`src/rtl/bb8_ctrl.sv`:
```
// bb8_ctrl: fetch/decode/execute sequencer for an 8-instruction accumulator CPU; optional HLT opcode under BB8_HLT_EN.
// Latency: 3 enabled clocks per instruction; STR write and JMP/JZ load take effect on the third edge.
// Backpressure: enable=0 holds state and IR and gates every strobe; phase flags and mem_adr keep showing the held phase.
module bb8_ctrl #(
    parameter int ADDR_W = 5
) (
    input  logic              clk,
    input  logic              reset,
    input  logic              enable,
    input  logic [ADDR_W+2:0] instr,
    input  logic [ADDR_W-1:0] pc_adr,
    input  logic              acc_zero,
    output logic              fetch,
    output logic              decode,
    output logic              execute,
    output logic              pc_enable,
    output logic              pc_load,
    output logic [ADDR_W-1:0] nxt_adr,
    output logic [ADDR_W-1:0] mem_adr,
    output logic              mem_we,
    output logic              acc_load,
    output logic [1:0]        alu_op,
    output logic              halted
);

    localparam logic [2:0] OP_NOP = 3'b000;
    localparam logic [2:0] OP_LD  = 3'b001;
    localparam logic [2:0] OP_ADD = 3'b010;
    localparam logic [2:0] OP_SUB = 3'b011;
    localparam logic [2:0] OP_STR = 3'b100;
    localparam logic [2:0] OP_JMP = 3'b101;
    localparam logic [2:0] OP_JZ  = 3'b110;
    localparam logic [2:0] OP_HLT = 3'b111;

`ifdef BB8_HLT_EN
    typedef enum logic [1:0] {
        S_FETCH   = 2'd0,
        S_DECODE  = 2'd1,
        S_EXECUTE = 2'd2,
        S_HALT    = 2'd3
    } state_t;
`else
    typedef enum logic [1:0] {
        S_FETCH   = 2'd0,
        S_DECODE  = 2'd1,
        S_EXECUTE = 2'd2
    } state_t;
`endif

    state_t            state;
    state_t            state_nxt;
    logic [ADDR_W+2:0] ir;
    logic [2:0]        op;
    logic [ADDR_W-1:0] operand;
    logic              run;

    assign op      = ir[ADDR_W+2:ADDR_W];
    assign operand = ir[ADDR_W-1:0];
    // Strobes only fire on a cycle that will actually advance; reset aborts the current one.
    assign run     = enable & ~reset;

    // State and instruction register; IR is captured only while leaving FETCH.
    always_ff @(posedge clk) begin
        if (reset) begin
            state <= S_FETCH;
            ir    <= '0;
        end else if (enable) begin
            state <= state_nxt;
            if (state == S_FETCH) begin
                ir <= instr;
            end
        end
    end

    // Next-state: fixed three-phase ring, with an exit to HALT when HLT is built.
    always_comb begin
        state_nxt = state;
        case (state)
            S_FETCH:   state_nxt = S_DECODE;
            S_DECODE:  state_nxt = S_EXECUTE;
            S_EXECUTE: begin
                state_nxt = S_FETCH;
`ifdef BB8_HLT_EN
                if (op == OP_HLT) begin
                    state_nxt = S_HALT;
                end
`endif
            end
`ifdef BB8_HLT_EN
            S_HALT:    state_nxt = S_HALT;
`endif
            default:   state_nxt = S_FETCH;
        endcase
    end

    // Phase flags, RAM address and per-opcode strobes for the current phase.
    always_comb begin
        fetch     = 1'b0;
        decode    = 1'b0;
        execute   = 1'b0;
        halted    = 1'b0;
        pc_enable = 1'b0;
        pc_load   = 1'b0;
        nxt_adr   = '0;
        mem_adr   = pc_adr;
        mem_we    = 1'b0;
        acc_load  = 1'b0;
        alu_op    = 2'b00;
        case (state)
            S_FETCH: begin
                fetch = 1'b1;
            end
            S_DECODE: begin
                decode    = 1'b1;
                mem_adr   = operand;
                pc_enable = run;
            end
            S_EXECUTE: begin
                execute = 1'b1;
                mem_adr = operand;
                if (run) begin
                    case (op)
                        OP_LD: begin
                            acc_load = 1'b1;
                            alu_op   = 2'b00;
                        end
                        OP_ADD: begin
                            acc_load = 1'b1;
                            alu_op   = 2'b01;
                        end
                        OP_SUB: begin
                            acc_load = 1'b1;
                            alu_op   = 2'b10;
                        end
                        OP_STR: begin
                            mem_we = 1'b1;
                        end
                        OP_JMP: begin
                            pc_load = 1'b1;
                            nxt_adr = operand;
                        end
                        OP_JZ: begin
                            pc_load = acc_zero;
                            nxt_adr = operand;
                        end
                        OP_NOP, OP_HLT: begin
                            pc_load = 1'b0;
                        end
                        default: begin
                            pc_load = 1'b0;
                        end
                    endcase
                end
            end
`ifdef BB8_HLT_EN
            S_HALT: begin
                halted = 1'b1;
            end
`endif
            default: begin
                fetch = 1'b0;
            end
        endcase
    end

endmodule

```
`config.mk`:
```
export PLATFORM = sky130hd
export DESIGN_NAME = bb8_ctrl
export DESIGN_NICKNAME = d
export VERILOG_FILES = /design/src/rtl/bb8_ctrl.sv
export SDC_FILE = /design/constraint.sdc
export NUM_CORES = 1
export LEC_CHECK = 0
export CORE_MARGIN = 1
export CORE_UTILIZATION = 37
export DETAILED_ROUTE_END_ITERATION = 8
export PLACE_DENSITY = 0.78
export SLEW_MARGIN = 20
export SYNTH_ARGS = -nofsm -noshare
export SYNTH_HDL_FRONTEND = slang
export SYNTH_SLANG_ARGS = --single-unit
export TNS_END_PERCENT = 5
```
`constraint.sdc`:
```
create_clock -name clk -period 1.9 [get_ports clk]
set_clock_uncertainty 0.15 [all_clocks]
set_input_delay 0.57 -clock clk [delete_from_list [all_inputs] [get_ports clk]]
set_output_delay 0.57 -clock clk [all_outputs]
set_load 0.05 [all_outputs]
```
==> results of run 1 <==
what timing repair did:
action / 4_1_cts / 5_1_grt
pin swaps: 4 / 2
endpoints found under the setup margin: 17 / 18
resized for setup: 17 / 3
buffers inserted: 2 / 1
flip-flops by register name, indices dropped and copies added, names as in the netlist:
name	count
state	2
ir	8
layer usage:
metal	vias up	part of all wire
met5	-	0
met1	414	0.39
met2	42	0.53
li1	358	-
met3	8	0.057
met4	0	0.027
cell usage in the layout, fill, tap and decap left out, types with 2 or more instances in the layout:
cell type,instances
sky130_fd_sc_hd__mux2_4,4
sky130_fd_sc_hd__nand3b_1,2
sky130_fd_sc_hd__inv_1,4
sky130_fd_sc_hd__ha_4,2
sky130_fd_sc_hd__a21bo_2,8
sky130_fd_sc_hd__buf_6,5
sky130_fd_sc_hd__dfxtp_2,2
sky130_fd_sc_hd__clkdlybuf4s50_1,14
sky130_fd_sc_hd__a21oi_1,9
sky130_fd_sc_hd__dfxtp_1,8
sky130_fd_sc_hd__clkbuf_4,3
sky130_fd_sc_hd__nand3_1,8
sky130_fd_sc_hd__buf_4,11
sky130_fd_sc_hd__nor3b_4,5
sky130_fd_sc_hd__buf_12,19
cells by family after synthesis:
kind of cell             synth area share
XOR/XNOR                           0.0135
buffers and inverters              0.0867
AND/OR/NAND/NOR                     0.210
adder cells (fa/ha/maj)            0.0578
AO/OA/AOI/OAI                       0.216
other                             0.00577
multiplexers                        0.102
flip-flops                          0.308
final timing paths:
kind / to / slack (ns) / cells after the start
max: mem_adr[1] / -0.37 / 4
max reg2reg: ir[4]$_SDFFE_PP0P_ / 0.43 / 5
min reg2reg: ir[2]$_SDFFE_PP0P_ / 0.47 / 2
min: ir[2]$_SDFFE_PP0P_ / 0.47 / 2
power groups by stage:
stage               combinational [mW]  clock (mW)  sequential [mW]
floorplan                        0.193           0            0.242
global placement                 0.349           0            0.239
detailed placement               0.356           0            0.241
CTS                              0.381       0.200            0.237
global route                     0.412       0.208            0.240
finish                           0.400       0.199            0.239
final cells by class:
class                   instances  area, um2
repair buffers                 51        681
multi-input cells              53        542
flip-flops and latches         10        203
fillers                        37       73.8
clock buffers                   4       36.3
inverters                       5       21.3
well taps                      16       20.0
metrics by stage:
step                TNS (ns)  instance area, um2
finish                 -5.67                1500
global route           -6.69                1500
CTS                    -5.25                1480
floorplan              -7.42                 761
detailed placement     -7.58                1380
global placement       -7.19                1380
worst max-delay path, delay by kind of cell (launching register included):
family,cells,cell delay [ns]
multiplexers,1,0.37
flip-flops,1,0.34
adder cells (fa/ha/maj),1,0.33
buffers and inverters,2,0.23
==> flow_metrics.py, run 1 <==
metrics = {
    "outcome": {
        "run_status": "finished with violations",
        "failing_checks": "DRC, setup timing",
    },
    "logic_synthesis": {
        "synth_commonest_cells": "sky130_fd_sc_hd__dfxtp_1, sky130_fd_sc_hd__a21oi_1, sky130_fd_sc_hd__a21bo_2, sky130_fd_sc_hd__nand3_1",
        "synth.yosys.seq_area_share": 0.308,
        "most_used_dff_post_synth": "sky130_fd_sc_hd__dfxtp_1",
        "synth_cell_type_count": 23,
        "synth.cell_area_um2": 649,
        "synth_top_area_frac": 0.308,
        "synthesis.yosys.warnings": 0,
        "post-synth-top-area-cell": "sky130_fd_sc_hd__dfxtp_1",
        "number_of_storage_elements_in_the_synthesis_netlist": 10,
        "syn_avg_cell_area_um2": 8.78,
        "synthesis.instances": 74,
        "synth.net_count": 94,
        "synth.area.top_cells": "sky130_fd_sc_hd__dfxtp_1, sky130_fd_sc_hd__a21bo_2, sky130_fd_sc_hd__mux2_2",
        "synth-async-reset-ratio": 0,
        "number_of_enable_type_register_cells_in_the_synthesized_netlist": 0,
        "synthMostInstantiatedCell": "sky130_fd_sc_hd__dfxtp_1",
    },
    "placed_design": {
        "placed_cells_incl_taps": 132,
        "place.detailed.hpwl_um": 1550,
        "dp_worst_setup_slack_ns": -0.642,
        "placer_s_final_routability_congestion_estimate": 0.652,
        "portBuffers": 35,
    },
    "pwr": {
        "clock_power_share": 0.238,
        "p_sw_mw": 0.299,
        "ir_drop_mv": 0.515,
        "report.power.total_mw": 0.839,
        "total_leakage_power_nw": 0.636,
        "power_density_nw_per_um2": 558,
        "netSwitchingFraction": 0.356,
        "power_frac_comb": 0.477,
        "power.internal_mw": 0.540,
        "sequential_fraction_of_design_power": 0.285,
    },
    "finish": {
        "area_growth_pct": 131,
        "util_after_layout": 0.953,
        "ratio_of_cells_with_drive_above_1_in_the_final_layout": 0.561,
        "finalNetCount": 144,
        "post_layout_nonfiller_instances": 139,
        "insertedDiodeCount": 0,
    },
    "sta": {
        "hold_viol_final": 0,
        "report.final.setup_viol": 18,
        "timing.final.crit_period_ns": 2.27,
        "rsz_0062_raised_after_global_routing": "yes",
        "maxSlewViolCount": 0,
        "final_critical_path_setup_slack_ns": -0.374,
        "min_period_over_period": 1.20,
        "fin_hold_ws_ns": 0.466,
        "fmax_ghz": 0.440,
    },
    "floorplanning": {
        "fp-row-count": 14,
        "top_level_ports": 37,
        "die-width_um": 43.9,
        "area_enclosed_by_the_die_boundary_um2": 1930,
        "floorplan.initialDensity": 0.412,
        "chipHeight_um": 43.9,
        "design.core.area_um2": 1580,
    },
    "grt": {
        "combined_global_route_utilization_of_all_metal_layers": 0.293,
        "grt_pass1_vias": 824,
        "grt_start_max_net_pins": 20,
        "globalRouteMet3Util": 0.0250,
        "met1_resource_use_gr": 0.332,
        "grt_first_pass_wirelength_um": 4050,
        "grt_overflow": 0,
        "antenna_violations_before_repair": 0,
        "busiest_grt_layer": "met2",
        "grt_use_met2": 0.546,
    },
    "cts": {
        "clk-insertion-delay-late_ns": 0.27,
        "clock_sink_count": 10,
        "cts_tree": "done",
        "cts_made_buffers": 3,
        "cts_htree_levels": 1,
        "hold_buffer_count_at_cts": 0,
        "clk_root_buffer_cell": "sky130_fd_sc_hd__clkbuf_4",
        "clk_path_buf_depth": 2,
        "worst_setup_hold_path_clk_slew_ns": 0.08,
    },
    "detailed_routing": {
        "totalWireLength_um": 2940,
        "routed_via_density": 5.91,
        "drc_errors": 2,
        "dr_total_vias": 822,
        "drtPass1Iterations": 8,
        "drt.antenna.violating_nets": 0,
        "routed_wire_length_per_instance_um": 21.1,
        "drtIter0Drc": 32,
    },
    "worst_setup_path": {
        "worstPathMaxFanout": 5,
        "critPathArrivalTime_ns": 1.55,
        "cpPeakStageDelay_ns": 0.37,
        "critPathLaunchType": "register",
        "setup.worst_path.class": "register to output pin",
        "chain_of_cells_forming_the_critical_path": "inv_1, ha_4, mux2_2, buf_12",
        "crit_start": "state[1]$_SDFFE_PP0P_",
        "worst_r2r_start": "state[1]$_SDFFE_PP0P_",
        "critPathRequiredTime_ns": 1.18,
        "critical_path.slowest_cell": "sky130_fd_sc_hd__mux2_2",
        "critPathCaptureType": "output pin",
    },
    "run": {
        "max-cap-violations": 0,
    },
    "hold_path": {
        "holdCritPathClass": "register to register",
        "hold_path_startpoint": "ir[2]$_SDFFE_PP0P_",
    },
}
Note: power is estimated with default switching activity, not from simulation.
==> inputs of run 2 (changes only) <==
--- a/config.mk
+++ b/config.mk
@@ -9,6 +9,7 @@
 export CORE_UTILIZATION = 37
 export DETAILED_ROUTE_END_ITERATION = 8
 export PLACE_DENSITY = 0.78
+export SKIP_CTS_REPAIR_TIMING = 1
 export SLEW_MARGIN = 20
 export SYNTH_ARGS = -nofsm -noshare
 export SYNTH_HDL_FRONTEND = slang
==> run 2 against run 1 <==
  * The flow still finishes with violations (DRC, setup timing)
  * Non-clock buffer count is 1 lower
  * Worst setup slack worse by 0.036 ns
  * Power shrank 0.29%
  * Via count decreased by 4.4%
  * Design area decreased by 1.3%
  * Largest power group unchanged
  * Clock power barely moved
  * Flip-flop and latch count did not move
  * Cell count shrank 0.72%
  * Highest routed layer unchanged
  * Hold slack better by 0.0044 ns
  * Fmax fell by 1.5%
  * Largest cell class unchanged
  * Clock-buffer cell count unchanged
  * Critical path depth is 2 higher
==> flow_metrics.py, run 2 (synthesized netlist as in run 1, its figures left out) <==
metrics = {
    "outcome": {
        "run_status": "finished with violations",
        "failing_checks": "DRC, setup timing",
    },
    "cts": {
        "clk_root_buffer_cell": "sky130_fd_sc_hd__clkbuf_4",
        "cts_made_buffers": 3,
        "cts_htree_levels": 1,
        "clk-insertion-delay-late_ns": 0.28,
        "worst_setup_hold_path_clk_slew_ns": 0.07,
        "clk_path_buf_depth": 2,
        "cts_tree": "done",
        "clock_sink_count": 10,
    },
    "grt": {
        "grt_start_max_net_pins": 20,
        "antenna_violations_before_repair": 0,
        "combined_global_route_utilization_of_all_metal_layers": 0.217,
        "grt_overflow": 0,
        "grt_pass1_vias": 691,
        "grt_first_pass_wirelength_um": 3060,
    },
    "placed_design": {
        "portBuffers": 35,
        "placer_s_final_routability_congestion_estimate": 0.652,
        "placed_cells_incl_taps": 132,
        "place.detailed.hpwl_um": 1550,
        "detailed_place.area_um2": 1380,
    },
    "finish": {
        "commonest_non_fill_non_tap_cell_in_the_layout": "sky130_fd_sc_hd__buf_12",
        "util_after_layout": 0.940,
        "final_cell_mix": "sky130_fd_sc_hd__buf_12, sky130_fd_sc_hd__clkdlybuf4s50_1, sky130_fd_sc_hd__buf_4, sky130_fd_sc_hd__a21oi_1",
        "area_of_combinational_cells_with_multiple_inputs_um2": 533,
        "largestRegisters": "ir x8, state x2",
        "largest_register_ffs": 8,
        "post_layout_nonfiller_instances": 138,
        "area_growth_pct": 128,
        "finalNetCount": 143,
        "ratio_of_cells_with_drive_above_1_in_the_final_layout": 0.549,
        "fillCellCount": 49,
        "final-seq-area_um2": 203,
        "layout.cell_area.non_filler_um2": 1480,
        "largest-register": "ir",
        "insertedDiodeCount": 0,
    },
    "worst_setup_path": {
        "critPathCaptureType": "output pin",
        "worstPathMaxFanout": 7,
        "critPathLaunchType": "register",
        "critPathArrivalTime_ns": 1.59,
        "chain_of_cells_forming_the_critical_path": "buf_6, ha_4, nand4b_1, buf_6, nor3b_4, buf_12",
        "cp_common_cell": "sky130_fd_sc_hd__buf_6",
        "crit_buf_inv": 3,
        "cpPeakStageDelay_ns": 0.34,
        "crit_family": "buffers and inverters",
        "critical_path.slowest_cell": "sky130_fd_sc_hd__dfxtp_2",
        "critPathRequiredTime_ns": 1.18,
        "setup.worst_path.class": "register to output pin",
    },
    "run": {
        "max-cap-violations": 0,
    },
    "floorplanning": {
        "floorplan.initialDensity": 0.412,
        "fp-row-count": 14,
        "top_level_ports": 37,
        "area_enclosed_by_the_die_boundary_um2": 1930,
        "design.core.area_um2": 1580,
        "die-width_um": 43.9,
        "chipHeight_um": 43.9,
    },
    "pwr": {
        "total_leakage_power_nw": 0.644,
        "sequential_fraction_of_design_power": 0.286,
        "power_density_nw_per_um2": 564,
        "report.power.total_mw": 0.836,
        "power.internal_mw": 0.538,
        "power_frac_comb": 0.473,
        "clock_power_share": 0.241,
        "ir_drop_mv": 0.538,
        "netSwitchingFraction": 0.357,
        "p_sw_mw": 0.298,
    },
    "detailed_routing": {
        "routed_via_density": 5.70,
        "drc_errors": 4,
        "routed_wire_length_per_instance_um": 20.6,
        "drt.antenna.violating_nets": 0,
        "dr_total_vias": 786,
        "drtIter0Drc": 14,
        "totalWireLength_um": 2850,
        "drtPass1Iterations": 6,
    },
    "sta": {
        "maxSlewViolCount": 0,
        "timing.final.crit_period_ns": 2.31,
        "rsz_0062_raised_after_global_routing": "yes",
        "fmax_ghz": 0.433,
        "report.final.setup_viol": 18,
        "final_critical_path_setup_slack_ns": -0.410,
        "hold_viol_final": 0,
        "min_period_over_period": 1.22,
        "fin_hold_ws_ns": 0.471,
    },
    "hold_path": {
        "holdCritPathClass": "register to register",
    },
}
## run 2: cell types whose count changed in the layout (fill, tap and decap cells not counted), sizes merged
cell / change
clkdlybuf4s15: -2
dlymetal6s2s: +2
buf: -1
## run 2: routing by layer
| metal | track usage | part of all wire | vias to the layer above |
|---|---|---|---|
| met4 | 0.103 | 0.044 | 0 |
| met5 | 0 | 0 | - |
| met3 | 0.0167 | 0.050 | 10 |
| met1 | 0.240 | 0.37 | 383 |
| li1 | - | - | 355 |
| met2 | 0.412 | 0.54 | 38 |
## run 2: worst reg2reg max path: stages, from the launching register on
cell                      delay (ns)
sky130_fd_sc_hd__dfxtp_2        0.33
sky130_fd_sc_hd__inv_1          0.13
sky130_fd_sc_hd__ha_4           0.18
sky130_fd_sc_hd__buf_4          0.22
sky130_fd_sc_hd__nand3_1        0.18
sky130_fd_sc_hd__a21oi_1        0.21
## run 2: final timing paths
path | startpoint | to | slack, ns | depth (start not counted)
setup reg to reg | state[1]$_SDFFE_PP0P_ | ir[6]$_SDFFE_PP0P_ | 0.44 | 5
hold reg to reg | ir[4]$_SDFFE_PP0P_ | ir[4]$_SDFFE_PP0P_ | 0.47 | 2
hold / removal | ir[4]$_SDFFE_PP0P_ | ir[4]$_SDFFE_PP0P_ | 0.47 | 2
setup / recovery | state[1]$_SDFFE_PP0P_ | nxt_adr[3] | -0.41 | 6
## run 2: final cells by class
type,count,share of cell area
timing repair buffer,50,0.451
multi-input combinational,53,0.359
sequential,10,0.137
clock buffer,4,0.0245
inverter,5,0.0143
tap,16,0.0135
## run 2: power by group through the flow
stage | combinational, mW | clock [mW] | sequential (mW)
floorplan | 0.193 | 0 | 0.242
global placement | 0.349 | 0 | 0.239
detailed placement | 0.356 | 0 | 0.241
CTS | 0.358 | 0.200 | 0.236
global route | 0.407 | 0.209 | 0.240
finish | 0.396 | 0.201 | 0.239
## run 2: per-stage QoR
step                setup TNS, ns  worst slack, ns
floorplan                   -7.42           -0.749
global placement            -7.19           -0.615
detailed placement          -7.58           -0.642
CTS                         -8.80           -0.646
global route                -6.64           -0.450
finish                      -5.95           -0.410
